$ cat src/rtl/sort_mem_scheduler.sv
// Run sequencer for a bubble-sort engine: hands a single-port data memory between
// the host loader and the sorter, issues start/abort pulses and tracks run outcome.
module sort_mem_scheduler #(
    parameter int DATA_W  = 8,
    parameter int ADDR_W  = 4,
    parameter int TIMEOUT = 4096,
    parameter int CNT_W   = 8
) (
    input  logic              clk,
    input  logic              rst,
    input  logic              host_req,
    input  logic              host_wr,
    input  logic [ADDR_W-1:0] host_addr,
    input  logic [DATA_W-1:0] host_wdata,
    output logic              host_gnt,
    input  logic              host_sort_req,
    input  logic              srt_rd,
    input  logic              srt_wr,
    input  logic [ADDR_W-1:0] srt_addr,
    input  logic [DATA_W-1:0] srt_wdata,
    input  logic              srt_done,
    output logic              srt_start,
    output logic              srt_abort,
    output logic              mem_rd,
    output logic              mem_wr,
    output logic [ADDR_W-1:0] mem_addr,
    output logic [DATA_W-1:0] mem_wdata,
    output logic              busy,
    output logic              sort_done,
    output logic              timeout_err,
    output logic [CNT_W-1:0]  run_count
);

    localparam int WD_W = (TIMEOUT > 2) ? $clog2(TIMEOUT) : 1;
    localparam logic [WD_W-1:0] WD_LAST = WD_W'(TIMEOUT - 1);

    typedef enum logic [1:0] {
        S_IDLE   = 2'd0,
        S_LAUNCH = 2'd1,
        S_SORT   = 2'd2,
        S_DRAIN  = 2'd3
    } state_t;

    state_t           r_state;
    state_t           w_next;
    logic [WD_W-1:0]  r_wd;
    logic             r_abort;
    logic             r_sort_done;
    logic             r_timeout_err;
    logic [CNT_W-1:0] r_run_count;

    logic             w_launch;
    logic             w_finish_ok;
    logic             w_finish_to;

    // srt_done wins over the watchdog when both land in the same SORT cycle
    assign w_launch    = (r_state == S_IDLE) && host_sort_req;
    assign w_finish_ok = (r_state == S_SORT) && srt_done;
    assign w_finish_to = (r_state == S_SORT) && !srt_done && (r_wd == WD_LAST);

    always_ff @(posedge clk or negedge rst) begin
        if (!rst) begin
            r_state <= S_IDLE;
        end else begin
            r_state <= w_next;
        end
    end

    always_comb begin
        w_next = r_state;
        case (r_state)
            S_IDLE:   if (host_sort_req) w_next = S_LAUNCH;
            S_LAUNCH: w_next = S_SORT;
            S_SORT:   if (srt_done || (r_wd == WD_LAST)) w_next = S_DRAIN;
            S_DRAIN:  w_next = S_IDLE;
            default:  w_next = S_IDLE;
        endcase
    end

    always_ff @(posedge clk or negedge rst) begin
        if (!rst) begin
            r_wd          <= '0;
            r_abort       <= 1'b0;
            r_sort_done   <= 1'b0;
            r_timeout_err <= 1'b0;
            r_run_count   <= '0;
        end else begin
            r_abort <= w_finish_to;
            if (r_state == S_LAUNCH) begin
                r_wd <= '0;
            end else if (r_state == S_SORT) begin
                r_wd <= r_wd + WD_W'(1);
            end
            if (w_launch) begin
                r_sort_done   <= 1'b0;
                r_timeout_err <= 1'b0;
            end
            if (w_finish_ok) begin
                r_sort_done <= 1'b1;
                r_run_count <= r_run_count + CNT_W'(1);
            end
            if (w_finish_to) begin
                r_timeout_err <= 1'b1;
            end
        end
    end

    // Memory ownership follows the current state with no added latency
    always_comb begin
        mem_rd    = 1'b0;
        mem_wr    = 1'b0;
        mem_addr  = '0;
        mem_wdata = '0;
        case (r_state)
            S_IDLE: begin
                mem_rd    = host_req & ~host_wr;
                mem_wr    = host_req & host_wr;
                mem_addr  = host_addr;
                mem_wdata = host_wdata;
            end
            S_SORT: begin
                mem_rd    = srt_rd;
                mem_wr    = srt_wr;
                mem_addr  = srt_addr;
                mem_wdata = srt_wdata;
            end
            default: begin
                mem_rd    = 1'b0;
                mem_wr    = 1'b0;
            end
        endcase
    end

    assign host_gnt    = (r_state == S_IDLE);
    assign busy        = (r_state != S_IDLE);
    assign srt_start   = (r_state == S_LAUNCH);
    assign srt_abort   = r_abort;
    assign sort_done   = r_sort_done;
    assign timeout_err = r_timeout_err;
    assign run_count   = r_run_count;

endmodule

$ cat config.mk
export PLATFORM = sky130hd
export DESIGN_NAME = sort_mem_scheduler
export DESIGN_NICKNAME = d
export VERILOG_FILES = /design/src/rtl/sort_mem_scheduler.sv
export SDC_FILE = /design/constraint.sdc
export NUM_CORES = 1
export LEC_CHECK = 0
export CORE_MARGIN = 4
export CORE_UTILIZATION = 46
export DETAILED_ROUTE_END_ITERATION = 6
export PLACE_DENSITY = 0.85
export SLEW_MARGIN = 30
export SYNTH_ARGS = -nofsm -noshare
export SYNTH_HDL_FRONTEND = slang
export SYNTH_SLANG_ARGS = --single-unit
$ cat constraint.sdc
create_clock -name clk -period 3.6 [get_ports clk]
set_input_delay 0.72 -clock clk [delete_from_list [all_inputs] [get_ports clk]]
set_output_delay 0.72 -clock clk [all_outputs]
set_load 0.05 [all_outputs]
### Word level (Yosys, flattened, before mapping)

Index checks and enable logic that the tools add are counted.
W data, S select, Z words.

| storage, ports and cells | value |
|---|---|
| register bits | 25 |
| latch bits | 0 |
| bits in writable memories | 0 |
| bits in read-only memories | 0 |
| bits of input ports | 32 |
| output and inout port bits | 28 |
| logic and storage cells | 41 |
| memories | 0 |

| operators by class | value |
|---|---|
| add/sub/neg operators | 2 |
| multiply operators | 0 |
| divide/modulo/power cells | 0 |
| order comparisons | 0 |
| equal/unequal tests | 6 |
| shifts and indexed selects | 0 |
| muxes and demuxes | 12 |
| bitwise operators | 3 |
| reduce and logical (&&, ||, !) cells | 12 |

Operators by type and width:

| kind | count |
|---|---|
| $mux W12 | 2 |
| $pmux W8 S2 | 1 |
| $add A12 B1 Y12 const B | 1 |
| $eq A12 B12 Y1 const B | 1 |
| $add A8 B1 Y8 const B | 1 |
| $pmux W2 S4 | 1 |
| $pmux W4 S2 | 1 |
| $reduce_bool A2 Y1 | 4 |
| $eq A2 B2 Y1 const B | 2 |
| $logic_and A1 B1 Y1 | 4 |
| $mux W2 | 2 |
| $pmux W1 S2 | 2 |
| $mux W1 | 3 |
| $and A1 B1 Y1 | 2 |
| $eq A2 B1 Y1 const B | 1 |
| $logic_not A2 Y1 | 1 |
| $ne A2 B1 Y1 const B | 1 |
| $ne A2 B2 Y1 const B | 1 |
| $reduce_and A2 Y1 | 1 |
| $logic_not A1 Y1 | 1 |
| $logic_or A1 B1 Y1 | 1 |
| $not A1 Y1 | 1 |

### Logic depth before layout (Yosys ltp)

Gate-level depths: netlist of the first run.

| depth | value |
|---|---|
| word-level depth | 4 |
| depth in mapped cells | 6 |
| depth with buffers taken out | 5 |

### Worst setup path before layout of the first run

Ideal clock, no wire load.

| timing | value |
|---|---|
| kind | register to output |
| from | register r_state[0] |
| to | output mem_rd |
| data arrival time | 2.397 ns |
| required time | 2.880 ns |
| setup slack | 0.483 ns |
| cell stages (with the launch flop) | 6 |
| buffers on the path | 1 |
| cell sequence | dfrtp_1 -> inv_1 -> ha_1 -> clkbuf_1 -> nand2_1 -> o21ai_0 |

| between the ends | value |
|---|---|
| longest elaborated chain between the ends | 2 |
| elaborated cells between the ends (all ways) | 3 |
| those cells by class | eq/ne (1); mux (1); reduce/logical (1) |

RTL lines:

| item | line | RTL |
|---|---|---|
| start: declaration | 44 | `state_t r_state;` |
| start signal: assignment | 65 | `r_state <= w_next;` |
| $logic_not A2 Y1 | n/a |  |
| via host_gnt | 15 | `output logic host_gnt,` |
| $pmux W1 S2 | 114 | `case (r_state)` |
| end: declaration | 24 | `output logic mem_rd,` |

The timed path passes the listed nets, and every way through them passes these cells.

### Worst setup path after layout of the first run

| timing | value |
|---|---|
| from | register r_state[0] |
| to | output mem_rd |

| between the ends | value |
|---|---|
| longest elaborated chain between the ends | 2 |
| elaborated cells between the ends (all ways) | 3 |
| those cells by class | eq/ne (1); mux (1); reduce/logical (1) |

RTL lines:

| item | line |
|---|---|
| $eq A2 B2 Y1 or $logic_not A2 Y1 (tied branches) | 114 |
| $pmux W1 S2 (*) | 114 |

Mark *: on every way between the ends. The rest lies on a longest branch, timed or not.

==> results of run 1 <==
## cells by family (layout without fill, tap and decap cells)
kind of cell | after synthesis | after routing
mux | 6 | 6
fa+ha+maj | 5 | 5
simple gates | 54 | 54
buf+inv | 19 | 73
compound gates | 35 | 35
xor+xnor | 7 | 7
flops | 25 | 25
## registers in the layout, indices dropped and copies added (netlist names)
signal,flops
r_state,2
srt_abort,1
r_wd,12
timeout_err,1
sort_done,1
run_count,8
## metrics by stage
step / total power (W) / utilization (%)
final: 0.001875 / 68.48
after global routing: 0.001997 / 68.48
after CTS: 0.001889 / 68.48
after detailed placement: 0.001760 / 67.58
after global placement: 0.001711 / 67.75
after floorplan: 0.001391 / -
## layout make-up
class	instances	area (µm²)	share of cell area (%)
flip-flops and latches	25	625.6	29.92
well taps	44	55.05	2.633
multi-input cells	107	759.5	36.33
clock buffers	3	22.52	1.077
repair buffers	59	585.6	28.01
clock inverters	1	5.005	0.2394
inverters	10	37.54	1.795
## metal layers
metal  wire (µm)  vias up  part of all wire [%]
met3         353        5                   9.1
met5           0        -                     0
met1        1586      637                    41
li1            -      665                     -
met4          48        0                   1.2
met2        1883       57                    49
## where the power goes
| group | leakage [nW] | internal, W | switching [W] | total [W] |
|---|---|---|---|---|
| Clock | 0.0177 | 0.0000417 | 0.0000836 | 0.000125 |
| Sequential | 0.323 | 0.000366 | 0.0000956 | 0.000461 |
| Combinational | 0.544 | 0.000464 | 0.000824 | 0.00129 |
## path summary, 6_finish.rpt
path                                             to  slack (ns)
setup reg to reg                r_wd[9]$_DFFE_PN0P_        1.53
hold reg to reg            run_count[7]$_DFFE_PN0P_        0.48
min in group clk           run_count[7]$_DFFE_PN0P_        0.48
setup / recovery                             mem_rd        0.36
hold / removal             run_count[7]$_DFFE_PN0P_        0.36
max in group asynchronous       r_wd[9]$_DFFE_PN0P_        2.88
## cell usage in the layout, fill, tap and decap left out, types with 5 or more instances in the layout
cell type,netlist,final
dfrtp_1,25,25
nand4_1,5,5
nand2_1,17,17
clkdlybuf4s50_1,0,58
inv_1,10,10
nand3_1,5,5
ha_1,5,5
nor2_1,5,5
xnor2_1,5,5
a22o_1,12,12
==> summary.md, run 1 <==
| Metric | Value |
|---|---|
| Outcome | complete, no violations |
| CP endpoint kind | output pin |
| Worst path arrival time | 2.52 ns |
| Die X | 64.46 µm |
| Clock transition at path regs | 0.13 ns |
| Synth Area in Adders | 4.266% |
| Synth area leaders | dfrtp_1, a22o_1, nand2_1, ha_1, mux2_2 |
| Largest net degree at the start of global routing | 26 |
| # DRC | 0 |
| Setup slack at placement | 0.6133 ns |
| IO Pins | 60 |
| Vias in the first global route | 1,301 |
| Gp weighted congestion | 0.7691 |
| Die H | 64.46 µm |
| Worst path depth | 5 |
| Gr ovfl total | 0 |
| Diodes inserted | 0 |
| Worst Path Buf+Inv | 2 |
| H-tree depth | 1 |
| Worst relative slew slack | 57.65% |
| CTS Root Cell | clkbuf_4 |
| Finished Cell Area | 2091 µm² |
| CP Launch Point | r_state[0]$_DFFE_PN0P_ |
| RSZ-0062 raised after global routing | no |
| Combinational family with the most area after synthesis | simple AND/OR/NAND/NOR gates |
| Synth Register Bits | 25 |
| Setup ws final | 0.3605 ns |
| Max stage delay cell, worst path | clkdlybuf4s50_1 |
| Worst hold slack | 0.3572 ns |
| R2R Path Start | r_state[0]$_DFFE_PN0P_ |
| Sequential fraction of the synthesis area | 42.66% |
| Worst-path maximum fanout | 19 |
| Fmax | 308.7 MHz |
| M3 GR Usage | 4.679% |
| Startpoint Class | flip-flop |
| Synth Area in Compound Gates | 18.26% |
| Post-DP HPWL | 3.057 mm |
| Fill cell count | 247 |
| Vias | 1,364 |
| Tmin final | 3.240 ns |
| Setup TNS | 0 ns |
| WL final | 3.872 mm |
| Fraction of the mapped netlist area in simple logic gates | 20.65% |
| Mapped Area | 1466 µm² |
| Postcts setup bufs | 0 |
| Met2 Use GR | 34.28% |
| Fin. Hold Viols | 0 |
| Worst hold path class | primary input to asynchronous set/reset pin |
| Post-synth cell types | 41 |
| Pre-antenna DRT Iters | 4 |
| Cells after synthesis | 151 |
| Die area | 4155 µm² |
| Worst EP required | 2.88 ns |
| Syn nets | 188 |
| Port-buffer cells | 59 |
| Asr flop ratio synth | 100.0% |
| Starting DRT DRC Count | 63 |
| Clk sinks | 25 |
| Leakage power | 0.8847 nW |
| Fin Clk Skew | 0.002996 ns |
| Non-filler instance count after layout | 249 |
| Synth Area in XOR/XNOR | 4.181% |
| Synth top area share | 42.66% |
| Peak VDD IR | 0.0004771 V |
| Post-route clock period utilization | 89.99% |
| Slew Limit Fails | 0 |
| Placed Area | 2063 µm² |
| WL per Instance | 15.55 µm |
| CTS tree | done |
| Mapped Avg Cell Area | 9.711 µm² |
| Mux contribution to synthesized area | 4.437% |
| Setup violations, final | 0 |
| CTS Buf Count | 3 |
| First-pass GRT wire length | 6.320 mm |
| Delay-heaviest family, CP | buffers and inverters |
| Max-cap violations | 0 |
| Starting density of the core | 48.03% |
| Synth Warn # | 0 |
| GR Util met1 | 23.08% |
| Overall Global Routing Usage | 19.29% |
| Ys flop type | dfrtp_1 |
| Most frequent cell after synthesis | dfrtp_1 |
| Initial antenna violation count | 0 |
| WS Path Type | flip-flop to output pin |
| CP max stage delay | 0.83 ns |
| Final ANT Viol Nets | 0 |
| Synth cell count leaders | dfrtp_1, nand2_1, a22o_1, inv_1 |
| Busiest grt layer | met2 |
| Syn-to-layout area delta | 42.58% |
| Core Box Area | 3053 µm² |
| Synth area leader | dfrtp_1 |
| Cts hold-fix bufs | 0 |
| Vias per Instance | 5.478 |
| CTS Buffer Depth | 2 |
| Worst R2R Path Depth | 5 |
| Power Dens Cells | 896.6 nW/µm² |
| Share of cells above drive strength 1 | 5.854% |
| Skew-Pair Late Insertion Delay | 0.32 ns |
| EDFF count, synth | 0 |
| # rows | 20 |
| Nets@finish | 243 |
| Post-CTS Resized | 0 |
| Tightest Pin Transition | 0.6352 ns |
| Crit path cell chain | inv_1 -> ha_1 -> nand2_1 -> o21ai_0 -> clkdlybuf4s50_1 |
| Inst Count DP | 245 |
Note: power is estimated with default switching activity, not from simulation.
==> run 2, diff against run 1 <==
Settings changed: ABC_CLOCK_PERIOD_IN_PS from default to 3600, CAP_MARGIN from default to 10, CTS_CLUSTER_SIZE from default to 40.
==> results of run 2 <==
Final layout, timing and power as in run 1 (identical DEF).
==> run 3, diff against run 2 <==
Settings changed: CORE_UTILIZATION 46 to 57, DONT_BUFFER_PORTS from default to 1, PLACE_DENSITY 0.85 to 0.72.
==> summary.md, run 3 (synthesis results as in run 1) <==
| Metric | Value |
|---|---|
| Max FFs per register | 12 (unchanged) |
| Worst reg2reg setup slack | 1.52 ns (about the same) |
| # DRC | 0 (unchanged) |
| Inst Count DP | 174 (-29%) |
| Worst relative slew slack | 36.23% (-21 points) |
| Crit path cell chain | inv_1 -> ha_1 -> a32o_1 |
| Worst Path Buf+Inv | 1 (-1) |
| Pre-antenna DRT Iters | 4 (unchanged) |
| Final ANT Viol Nets | 0 (unchanged) |
| Skew-Pair Late Insertion Delay | 0.33 ns (about the same) |
| CP max stage delay | 0.60 ns (-0.23 ns) |
| Highest-count cells in the layout ignoring fill and taps | dfrtp_1, nand2_1, a22o_1 |
| Post-CTS Resized | 0 (unchanged) |
| Setup TNS | 0 ns (unchanged) |
| WL final | 3.147 mm (-19%) |
| Power Dens Cells | 1071 nW/µm² (+19%) |
| CTS Root Cell | clkbuf_4 |
| Max-cap violations | 0 (unchanged) |
| Starting density of the core | 59.73% (+12 points) |
| Syn-to-layout area delta | 2.645% |
| Largest net degree at the start of global routing | 26 (unchanged) |
| Tmin final | 2.736 ns (-0.5035 ns) |
| Worst hold slack | 0.05842 ns (-0.2987 ns) |
| Clock transition at path regs | 0.15 ns (+0.02 ns) |
| Worst path arrival time | 2.02 ns (-0.50 ns) |
| Cts hold-fix bufs | 0 (unchanged) |
| Worst hold path class | primary input to asynchronous set/reset pin |
| Starting DRT DRC Count | 81 (+29%) |
| Die H | 58.72 µm (-8.9%) |
| WS Path Type | flip-flop to output pin |
| H-tree depth | 1 (unchanged) |
| CTS Buf Count | 3 (unchanged) |
| Vias | 1,157 (-15%) |
| CTS tree | done |
| Worst EP required | 2.88 ns (about the same) |
| Overall Global Routing Usage | 18.92% (-0.37 points) |
| Slew Limit Fails | 0 (unchanged) |
| Die area | 3448 µm² (-17%) |
| Most common cell after layout, fill and taps aside | dfrtp_1 |
| Port-buffer cells | 0 (-100%) |
| Fin. Hold Viols | 0 (unchanged) |
| FF-to-FF End | r_wd[9]$_DFFE_PN0P_ |
| Biggest register | r_wd |
| Post-DP HPWL | 2.381 mm (-22%) |
| Outcome | complete, no violations |
| IO Pins | 60 (unchanged) |
| Core Box Area | 2455 µm² (-20%) |
| Setup violations, final | 0 (unchanged) |
| Gp weighted congestion | 0.8114 (+5.5%) |
| R2R Path Start | r_state[0]$_DFFE_PN0P_ |
| Leakage power | 0.6677 nW (-25%) |
| CP endpoint kind | output pin |
| Peak VDD IR | 0.0009283 V (+95%) |
| Overall power | 0.001612 W (-14%) |
| Fmax | 365.5 MHz (+18%) |
| Share of cells above drive strength 1 | 8.784% (+2.9 points) |
| Post-route clock period utilization | 76.00% (-14 points) |
| Initial antenna violation count | 0 (unchanged) |
| WL per Instance | 17.68 µm (+14%) |
| Tightest Pin Transition | 0.9566 ns (+0.3214 ns) |
| Postcts setup bufs | 0 (unchanged) |
| Worst-path maximum fanout | 19 (unchanged) |
| Fill cell count | 219 (-11%) |
| Non-filler instance count after layout | 178 (-29%) |
| Delay-heaviest family, CP | compound AO/OA/AOI/OAI gates |
| RSZ-0062 raised after global routing | no |
| # rows | 18 (-10%) |
| First-pass GRT wire length | 5.161 mm (-18%) |
| Worst R2R Path Depth | 5 (unchanged) |
| Post-Route Utilization | 61.32% (-7.2 points) |
| Vias per Instance | 6.500 (+19%) |
| Clk sinks | 25 (unchanged) |
| Die X | 58.72 µm (-8.9%) |
| Startpoint Class | flip-flop |
| Max stage delay cell, worst path | a32o_1 |
| CTS Buffer Depth | 2 (unchanged) |
| Gr ovfl total | 0 (unchanged) |
| Diodes inserted | 0 (unchanged) |
| Fin Clk Skew | 0.008509 ns (+0.005513 ns) |
| Nets@finish | 186 (-23%) |
| Vias in the first global route | 1,174 (-9.8%) |
[run 3: changes by cell type in the layout (fill, tap and decap cells not counted), sizes merged]
cell | before | now
clkdlybuf4s50 | 58 | 0
clkinvlp | 0 | 1
clkinv | 1 | 0
buf | 1 | 2
[run 3: cell type report]
cell class / count / area [µm²] / area share [%]
clock buffer: 3 / 22.52 / 1.496
clock inverter: 1 / 7.507 / 0.4988
inverter: 10 / 37.54 / 2.494
multi-input combinational: 107 / 759.5 / 50.46
sequential: 25 / 625.6 / 41.56
tap: 30 / 37.54 / 2.494
timing repair buffer: 2 / 15.01 / 0.9975
[run 3: worst max path at each step]
stage                                start     end  slack (ns)  depth (start not counted)
global route        r_state[1]$_DFFE_PN0P_  mem_wr        0.72                          3
CTS                 r_state[0]$_DFFE_PN0P_  mem_wr        0.84                          3
floorplan           r_state[0]$_DFFE_PN0P_  mem_rd        0.48                          5
detailed placement  r_state[0]$_DFFE_PN0P_  mem_wr        1.25                          3
finish              r_state[0]$_DFFE_PN0P_  mem_wr        0.86                          3
global placement    r_state[1]$_DFFE_PN0P_  mem_wr        1.34                          3
[run 3: per-stage QoR]
stage               instance area (µm²)  worst slack [ns]
floorplan                          1466            0.4827
global placement                   1475             1.339
detailed placement                 1475             1.248
CTS                                1505            0.8447
global route                       1505            0.7189
finish                             1505            0.8640
[run 3: report_power, final]
| part | internal, W | total, W | switching (W) | leakage, nW |
|---|---|---|---|---|
| sequential | 0.000363 | 0.000575 | 0.000212 | 0.323 |
| clock | 0.0000425 | 0.000132 | 0.0000895 | 0.0139 |
| combinational | 0.000251 | 0.000905 | 0.000653 | 0.331 |
| total | 0.000657 | 0.00161 | 0.000955 | 0.668 |
[run 3: per-layer routing]
layer / routed length, µm / part of all wire (%) / vias up / GRT usage [%]
met3: 217 / 6.9 / 4 / 5.702
met5: 0 / 0 / - / 0
li1: - / - / 545 / -
met1: 1277 / 41 / 572 / 22.05
met2: 1623 / 52 / 36 / 33.44
met4: 29 / 0.92 / 0 / 5.178
